<file path="src/rtl/keypad_emulator_if.sv">
// keypad_emulator_if: press-command handshake and status between a test master and the keypad emulator
interface keypad_emulator_if;
  logic       press_valid;
  logic [3:0] press_key;
  logic       press_ready;
  logic       busy;
  logic       done;
  logic       err;
  modport master (output press_valid, press_key, input press_ready, busy, done, err);
  modport slave  (input press_valid, press_key, output press_ready, busy, done, err);
endinterface

</file>
<file path="src/rtl/keypad_emulator.sv">
// keypad_emulator: 3x3 matrix-keypad responder with bounce, hold and release-gap timing
module keypad_emulator #(
  parameter logic [23:0] HOLD_CYCLES   = 24'd6_000_000,
  parameter logic [15:0] BOUNCE_CYCLES = 16'd60_000,
  parameter logic [15:0] BOUNCE_PERIOD = 16'd6_000,
  parameter logic [23:0] GAP_CYCLES    = 24'd3_000_000
) (
  input  logic hwclk,
  input  logic reset,
  keypad_emulator_if.slave cmd,
  input  logic keypad_r1,
  input  logic keypad_r2,
  input  logic keypad_r3,
  output logic keypad_c1,
  output logic keypad_c2,
  output logic keypad_c3
);
  typedef enum logic [2:0] {IDLE, BOUNCE_IN, HOLD, BOUNCE_OUT, GAP} state_t;
  localparam bit NO_BOUNCE = BOUNCE_CYCLES == 16'd0;
  localparam logic [23:0] BOUNCE_LOAD = 24'(BOUNCE_CYCLES) - 24'd1;
  localparam logic [23:0] HOLD_LOAD = HOLD_CYCLES - 24'd1;
  localparam logic [23:0] GAP_LOAD = GAP_CYCLES - 24'd1;
  state_t state, state_d;
  logic [23:0] cnt, cnt_d;
  logic [15:0] ph;
  logic contact, done_q, err_q;
  logic [1:0] row_q, col_q, row_k, col_k;
  logic [3:0] k1;
  logic key_ok, accept, last, row_low, hit;
  assign key_ok = cmd.press_key >= 4'd1 && cmd.press_key <= 4'd9;
  assign accept = state == IDLE && cmd.press_valid;
  assign last = cnt == 24'd0;
  assign k1 = cmd.press_key - 4'd1;
  assign row_k = k1 >= 4'd6 ? 2'd2 : k1 >= 4'd3 ? 2'd1 : 2'd0;
  assign col_k = 2'(k1 - 4'(row_k) * 4'd3);
  always_comb begin
    state_d = state;
    case (state)
      IDLE:       if (accept && key_ok) state_d = NO_BOUNCE ? HOLD : BOUNCE_IN;
      BOUNCE_IN:  if (last) state_d = HOLD;
      HOLD:       if (last) state_d = NO_BOUNCE ? GAP : BOUNCE_OUT;
      BOUNCE_OUT: if (last) state_d = GAP;
      GAP:        if (last) state_d = IDLE;
      default:    state_d = IDLE;
    endcase
    cnt_d = state_d != state ? (state_d == HOLD ? HOLD_LOAD : state_d == GAP ? GAP_LOAD :
                                state_d == IDLE ? 24'd0 : BOUNCE_LOAD)
          : state == IDLE ? cnt : cnt - 24'd1;
  end
  always_ff @(posedge hwclk) begin
    if (reset) begin
      state <= IDLE;
      cnt <= '0;
      ph <= '0;
      contact <= 1'b0;
      row_q <= '0;
      col_q <= '0;
      done_q <= 1'b0;
      err_q <= 1'b0;
    end else begin
      state <= state_d;
      cnt <= cnt_d;
      done_q <= (state == GAP && last) || (accept && !key_ok);
      err_q <= accept && !key_ok;
      if (accept && key_ok) begin
        row_q <= row_k;
        col_q <= col_k;
      end
      // each phase starts with a known contact level; bounce phases then chatter
      if (state_d != state) begin
        ph <= '0;
        contact <= state_d == BOUNCE_IN || state_d == HOLD;
      end else if (state == BOUNCE_IN || state == BOUNCE_OUT) begin
        ph <= ph == BOUNCE_PERIOD - 16'd1 ? 16'd0 : ph + 16'd1;
        if (ph == BOUNCE_PERIOD - 16'd1) contact <= ~contact;
      end
    end
  end
  assign cmd.press_ready = state == IDLE;
  assign cmd.busy = state != IDLE;
  assign cmd.done = done_q;
  assign cmd.err = err_q;
  assign row_low = row_q == 2'd0 ? !keypad_r1 : row_q == 2'd1 ? !keypad_r2 : !keypad_r3;
  assign hit = contact && row_low;
  assign keypad_c1 = !(hit && col_q == 2'd0);
  assign keypad_c2 = !(hit && col_q == 2'd1);
  assign keypad_c3 = !(hit && col_q == 2'd2);
endmodule

</file>
<file path="src/flat_wrapper.sv">
// flat-port wrapper written by rule: the top's interface ports become plain ports
module keypad_emulator_flat 
#(
  parameter logic [23:0] HOLD_CYCLES   = 24'd6_000_000,
  parameter logic [15:0] BOUNCE_CYCLES = 16'd60_000,
  parameter logic [15:0] BOUNCE_PERIOD = 16'd6_000,
  parameter logic [23:0] GAP_CYCLES    = 24'd3_000_000
)
  (hwclk, reset, keypad_r1, keypad_r2, keypad_r3, keypad_c1, keypad_c2, keypad_c3, cmd_press_valid, cmd_press_key, cmd_press_ready, cmd_busy, cmd_done, cmd_err);
  keypad_emulator_if cmd_i ();
  input  logic hwclk;
  input  logic reset;
  input  logic keypad_r1;
  input  logic keypad_r2;
  input  logic keypad_r3;
  output logic keypad_c1;
  output logic keypad_c2;
  output logic keypad_c3;
  input wire logic [$bits(cmd_i.press_valid)-1:0] cmd_press_valid;
  input wire logic [$bits(cmd_i.press_key)-1:0] cmd_press_key;
  output wire logic [$bits(cmd_i.press_ready)-1:0] cmd_press_ready;
  output wire logic [$bits(cmd_i.busy)-1:0] cmd_busy;
  output wire logic [$bits(cmd_i.done)-1:0] cmd_done;
  output wire logic [$bits(cmd_i.err)-1:0] cmd_err;
  assign cmd_i.press_valid = cmd_press_valid;
  assign cmd_i.press_key = cmd_press_key;
  assign cmd_press_ready = cmd_i.press_ready;
  assign cmd_busy = cmd_i.busy;
  assign cmd_done = cmd_i.done;
  assign cmd_err = cmd_i.err;
  keypad_emulator #(.HOLD_CYCLES(HOLD_CYCLES), .BOUNCE_CYCLES(BOUNCE_CYCLES), .BOUNCE_PERIOD(BOUNCE_PERIOD), .GAP_CYCLES(GAP_CYCLES)) u_core (.hwclk(hwclk), .reset(reset), .cmd(cmd_i), .keypad_r1(keypad_r1), .keypad_r2(keypad_r2), .keypad_r3(keypad_r3), .keypad_c1(keypad_c1), .keypad_c2(keypad_c2), .keypad_c3(keypad_c3));
endmodule
</file>
<file path="config.mk">
export PLATFORM = sky130hd
export DESIGN_NAME = keypad_emulator_flat
export DESIGN_NICKNAME = d
export VERILOG_FILES = /design/src/rtl/keypad_emulator_if.sv /design/src/rtl/keypad_emulator.sv /design/src/flat_wrapper.sv
export SDC_FILE = /design/constraint.sdc
export NUM_CORES = 1
export LEC_CHECK = 0
export ABC_AREA = 1
export ABC_CLOCK_PERIOD_IN_PS = 3180
export CAP_MARGIN = 20
export CELL_PAD_IN_SITES_DETAIL_PLACEMENT = 1
export CELL_PAD_IN_SITES_GLOBAL_PLACEMENT = 1
export CORE_MARGIN = 2
export CORE_UTILIZATION = 47
export DETAILED_ROUTE_END_ITERATION = 12
export HOLD_SLACK_MARGIN = 0.06
export PLACE_DENSITY_LB_ADDON = 0.1
export SLEW_MARGIN = 10
export SYNTH_ARGS = -nofsm -noshare
export SYNTH_HDL_FRONTEND = slang
export SYNTH_SLANG_ARGS = --single-unit
</file>
<file path="constraint.sdc">
create_clock -name hwclk -period 3.18 [get_ports hwclk]
set_input_delay 0.477 -clock hwclk [delete_from_list [all_inputs] [get_ports hwclk]]
set_output_delay 0.477 -clock hwclk [all_outputs]
set_load 0.005 [all_outputs]
</file>
# Yosys cells after proc, flatten, opt, wreduce, memory -nomap -nowiden
# Index checks and enable logic that the tools add are counted.
[totals]
output_inout_bits = 7
word_cells = 79
inputBits = 10
reg_bits = 50
[op_classes]
add_sub_neg = 4
mul = 1
magnitude_cmp = 4
mux = 19
reduce_logical = 29
n_eq_ne = 13
bitwise_logic = 1
[ops]
columns = ["op", "count"]
rows = [
  ["2-to-1 mux 24 bit", 4],
  ["2-to-1 mux 16 bit", 2],
  ["logical NOT 24 bit", 1],
  ["subtractor 24 x 1 -> 24 bit (second input constant)", 1],
  ["adder 16 x 1 -> 16 bit (second input constant)", 1],
  ["== test 16 x 13 -> 1 bit (second input constant)", 1],
  ["2-to-1 mux 3 bit", 5],
  ["one-hot mux 3 bit (5 select lines)", 1],
  ["== test 3 x 2 -> 1 bit (second input constant)", 3],
  ["logical AND 1 bit", 9],
  ["logical NOT 1 bit", 7],
  ["== test 3 x 1 -> 1 bit (second input constant)", 2],
  ["== test 3 bit (second input constant)", 2],
  ["logical NOT 3 bit", 2],
  ["2-to-1 mux 1 bit", 6],
  ["== test 2 x 1 -> 1 bit (second input constant)", 2],
  ["greater-or-equal comparator 4 x 1 -> 1 bit (second input constant)", 1],
  ["greater-or-equal comparator 4 x 2 -> 1 bit (second input constant)", 1],
  ["greater-or-equal comparator 4 x 3 -> 1 bit (second input constant)", 1],
  ["less-or-equal comparator 4 bit (second input constant)", 1],
  ["logical NOT 2 bit", 2],
  ["nonzero test 2 bit", 2],
  ["subtractor 4 x 1 -> 4 bit (second input constant)", 1],
  ["logical OR 1 bit", 3],
  ["10 further kinds", 10],
]

# Logic depth before layout (Yosys ltp)
[logic_depth]
depth_word = 10
mapped_depth = 14
depth_no_buf = 14

# Worst setup path before layout
# Ideal clock, no wire load.
[synth_timing]
path_kind = "input to register"
start = "in cmd_press_key[0]"
end = "reg u_core.col_q[1]"
arrival_time_ps = 1951
required_ps = 3064
setup_time_ps = 116
setup_slack_ps = 1113
path_stages = 12
path_buffers = 0
path_cell_list = "inv_1 ha_1 inv_1 o21ai_0 nand2_1 a21oi_1 ha_1 xor2_1 xor2_1 nand2_1 o211ai_1 inv_1"
[synth_between]
elab_chain_len = 6
elab_cells_between_ends = 11
cone_classes = "2 x add/sub; 1 x mul; 4 x order compare; 2 x mux; 2 x reduce/logical"
[synth_lines]
columns = ["element", "line_no", "rtl"]
rows = [
  ["start, declared", "flat_wrapper.sv:20", "input wire logic [$bits(cmd_i.press_key)-1:0] cmd_press_key;"],
  ["subtractor 4 x 1 -> 4 bit (*)", "keypad_emulator.sv:33", "assign k1 = cmd.press_key - 4'd1;"],
  ["greater-or-equal comparator 4 x 2 -> 1 bit", "keypad_emulator.sv:34", "assign row_k = k1 >= 4'd6 ? 2'd2 : k1 >= 4'd3 ? 2'd1 : 2'd0;"],
  ["2-to-1 mux 1 bit", "keypad_emulator.sv:34", ""],
  ["2-to-1 mux 2 bit (*)", "keypad_emulator.sv:34", ""],
  ["named net u_core.row_k[0]", "keypad_emulator.sv:27", "logic [1:0] row_q, col_q, row_k, col_k;"],
  ["multiplier 2 x 1 -> 2 bit (*)", "keypad_emulator.sv:35", "assign col_k = 2'(k1 - 4'(row_k) * 4'd3);"],
  ["subtractor 2 bit (*)", "keypad_emulator.sv:35", ""],
  ["end signal, assigned", "keypad_emulator.sv:67", "col_q <= col_k;"],
  ["end, declared", "keypad_emulator.sv:27", ""],
]
# Mark *: on every way through the listed nets, which the timed path passes. The rest lies on a longest branch.
# A chain may end at the register's enable or synchronous reset.

# Worst setup path after layout
# Same ends and word-level chain as after synthesis.

==> impl_results.md <==
* Placed wire-length estimate at 6010 um
* Ys async rst share at 0%
* Worst reg2reg setup slack at about 1.0 ns
* Main synth FF type: dfxtp_1
* FMAX at ~390 MHz
* Final Hold Fails at 0
* Hold buffers post-CTS at 0
* Fin crit share at between 80 and 90%
* Worst Setup EP: u_core.col_q[1]
* Cell Rows at 29
* Layout cell share with drive strength beyond 1 at 9.03%
* Reg power frac at 43.0%
* Arrival time worst endpoint at 2.76 ns
* Sequential share of the synthesized area at 33.5%
* # Max-Cap Violations at 0
* First-pass GRT wire length at 13900 um
* Setup WS post-layout at around 0.63 ns
* Number of remaining DRC errors at 0
* Crit. End Element: flop
* Power density cells at 540 nW/um2
* CTS root buf: clkbuf_8
* Total nets after synthesis at 440
* Multi-input logic area at 1760 um2
* Chip height at 83.7 um
* Pin count of the biggest net entering global routing at 27
* Final net count at approximately 460
* Tightest Pin Transition at ~0.76 ns
* Critical R2R Capture: u_core.cnt[18]
* Most frequent cells in the layout: nand2_1, nor2_1, dfxtp_1
* Antenna violations before repair at 0
* Skew-Pair Late Insertion Delay at 0.30 ns
* Synth unique cells at 35
* Area of the core at roughly 6200 um2
* CTS tree: done
* Inserted Clock Buffers at 5
* Worst hold path type: flop to flop
* DR vias at 2820
* Switching part of the total at 38.7%
* Vias in the first global route at 3011
* Total grt overflow at 0
* Clock slew at reported path FFs at ~0.090 ns
* Post-CTS setup buffer count at 0
* Mean cell area of the mapped netlist at 7.04 um2
* Routed wire per std cell at ~15 um
* Sequential cell area at ~1000 um2
* Aggregate routed wire length at 7950 um
* Post-synth EDFFs at 0
* Worst Setup SP: cmd_press_key[0]
* Final setup vio count at 0
* Req. time, crit path at 3.38 ns
* CTS resizes at 0
* Initial Util at 47.9%
* R2r startpoint: u_core.cnt[0]
* Syn-to-layout area delta at 10.7%
* Switch Pwr at a little under 0.7 mW
* Routed vias/inst at 5.42
* Status: complete, no violations
* Critical Path Source Type: input port
* Detail Route Antenna Nets at 0
* Max FO, Critical Path at 3
* Critical path type: input port to flop
* Place WS at 0.290 ns
* Routability cong. at 0.798
* Iteration-0 DRC count of the detailed router at 156
* IO Pins at 17
* Overall Global Routing Usage at 24.1%
* Worst relative slew slack at 49.1%
* Antenna cells at 0
* Max VDD drop at about 0.00033 V
* Clk pwr share at 22.2%
* YS warnings at 0
* Power share of the combinational group at 34.8%
* Fill count at 844
* DR pass1 iterations at 4
* Die X at between 80 and 90 um
* Clk_skew at about 0.0041 ns
* Leading cell type in the layout, fill and taps excluded: nand2_1
* Die area at 7010 um2
* Pint at 1.10 mW
* Clock buffer depth at 2
* H-tree depth reported by CTS at 2
* Max Slew Vio Count at 0
* RSZ-0062 raised after global routing: no
* Final worst path period need at 2.55 ns
* FF+latch count, synth at 50
* TNS Setup at 0 ns
* Static Leak at 1.39 nW
* Syn Inst Count at 424
* Worst r2r path cells at 12
* Port bufs at 16
* Mapped Area at 2990 um2
* Clk sinks at 50
[cells in the mapped netlist (all sizes together) (4+ instances only)]
master,count,area share (%)
nand2,84,12
nor2,76,11
dfxtp,50,34
inv,46,5.8
a21oi,29,5.0
o21ai,29,4.9
xor2,26,7.6
nand3,20,3.5
o211ai,13,3.3
nor3,11,1.8
xnor2,8,2.3
ha,6,2.5
nand4,5,1.0
buf,4,1.2
clkbuf,4,0.50
nor4,4,0.84
[power groups by stage]
stage / sequential [mW] / clock (mW) / combinational [mW]
after floorplan: 0.760 / 0 / 0.476
after global placement: 0.779 / 0 / 0.588
after detailed placement: 0.780 / 0 / 0.613
after CTS: 0.767 / 0.406 / 0.623
after global routing: 0.779 / 0.433 / 0.707
final: 0.769 / 0.397 / 0.621
[cells by family after synthesis]
| kind of cell | Yosys count | synth area share, % |
|---|---|---|
| DFF | 50 | 33.5 |
| and+or+nand+nor | 201 | 30.9 |
| xor gates and xnor gates | 34 | 9.97 |
| buffers and inverters | 54 | 7.46 |
| adders and majority gates | 6 | 2.51 |
| muxes | 2 | 0.670 |
| AOI/OAI and AO/OA | 77 | 15.0 |
[state kept, by name (all words and copies together), names as in the netlist]
register         flops
u_core.cnt          24
u_core.ph           16
u_core.state         3
u_core.col_q         2
u_core.row_q         2
u_core.cmd.done      1
u_core.cmd.err       1
u_core.contact       1
[how the worst min path moves through the flow]
stage	startpoint	end	slack (ns)	cells after the start
after detailed placement	u_core.ph[15]	u_core.ph[15]	0.49	2
after CTS	u_core.ph[15]	u_core.ph[15]	0.50	2
final	u_core.ph[15]	u_core.ph[15]	0.50	2
after floorplan	u_core.ph[15]	u_core.ph[15]	0.45	2
after global placement	u_core.ph[15]	u_core.ph[15]	0.47	2
after global routing	u_core.ph[15]	u_core.ph[15]	0.52	2
[worst max-delay path: stages]
cell	delay [ns]
clkdlybuf4s50_1	0.51
inv_1	0.10
ha_1	0.33
inv_1	0.04
o21ai_0	0.23
nand2_1	0.12
a21oi_1	0.20
ha_1	0.21
xor2_1	0.17
xor2_1	0.17
nand2_1	0.07
o211ai_1	0.08
inv_1	0.05
[through the flow]
step	total power, mW	cells	hold slack [ns]	utilization (%)	area [um2]
5_1_grt	1.92	520	0.518	53.0	3310
3_3_place_gp	1.37	512	0.467	51.5	3220
3_5_place_dp	1.39	512	0.489	51.5	3220
6_report	1.79	520	0.504	53.0	3310
2_1_floorplan	1.24	424	0.454	-	2990
4_1_cts	1.80	520	0.504	53.0	3310
[final cells by class]
class | instances | area share [%]
multi-input cells | 320 | 53.3
flip-flops and latches | 50 | 30.3
clock buffers | 7 | 2.61
inverters | 46 | 5.22
clock inverters | 1 | 0.151
well taps | 77 | 2.91
repair buffers | 19 | 5.52
[per-layer routing]
layer	vias up	wire length (um)	GRT usage [%]
li1	1420	-	-
met1	1357	3810	31.5
met2	30	3820	40.7
met3	13	206	3.76
met4	0	119	7.92
met5	-	0	0
(Power assumes the default switching activity.)
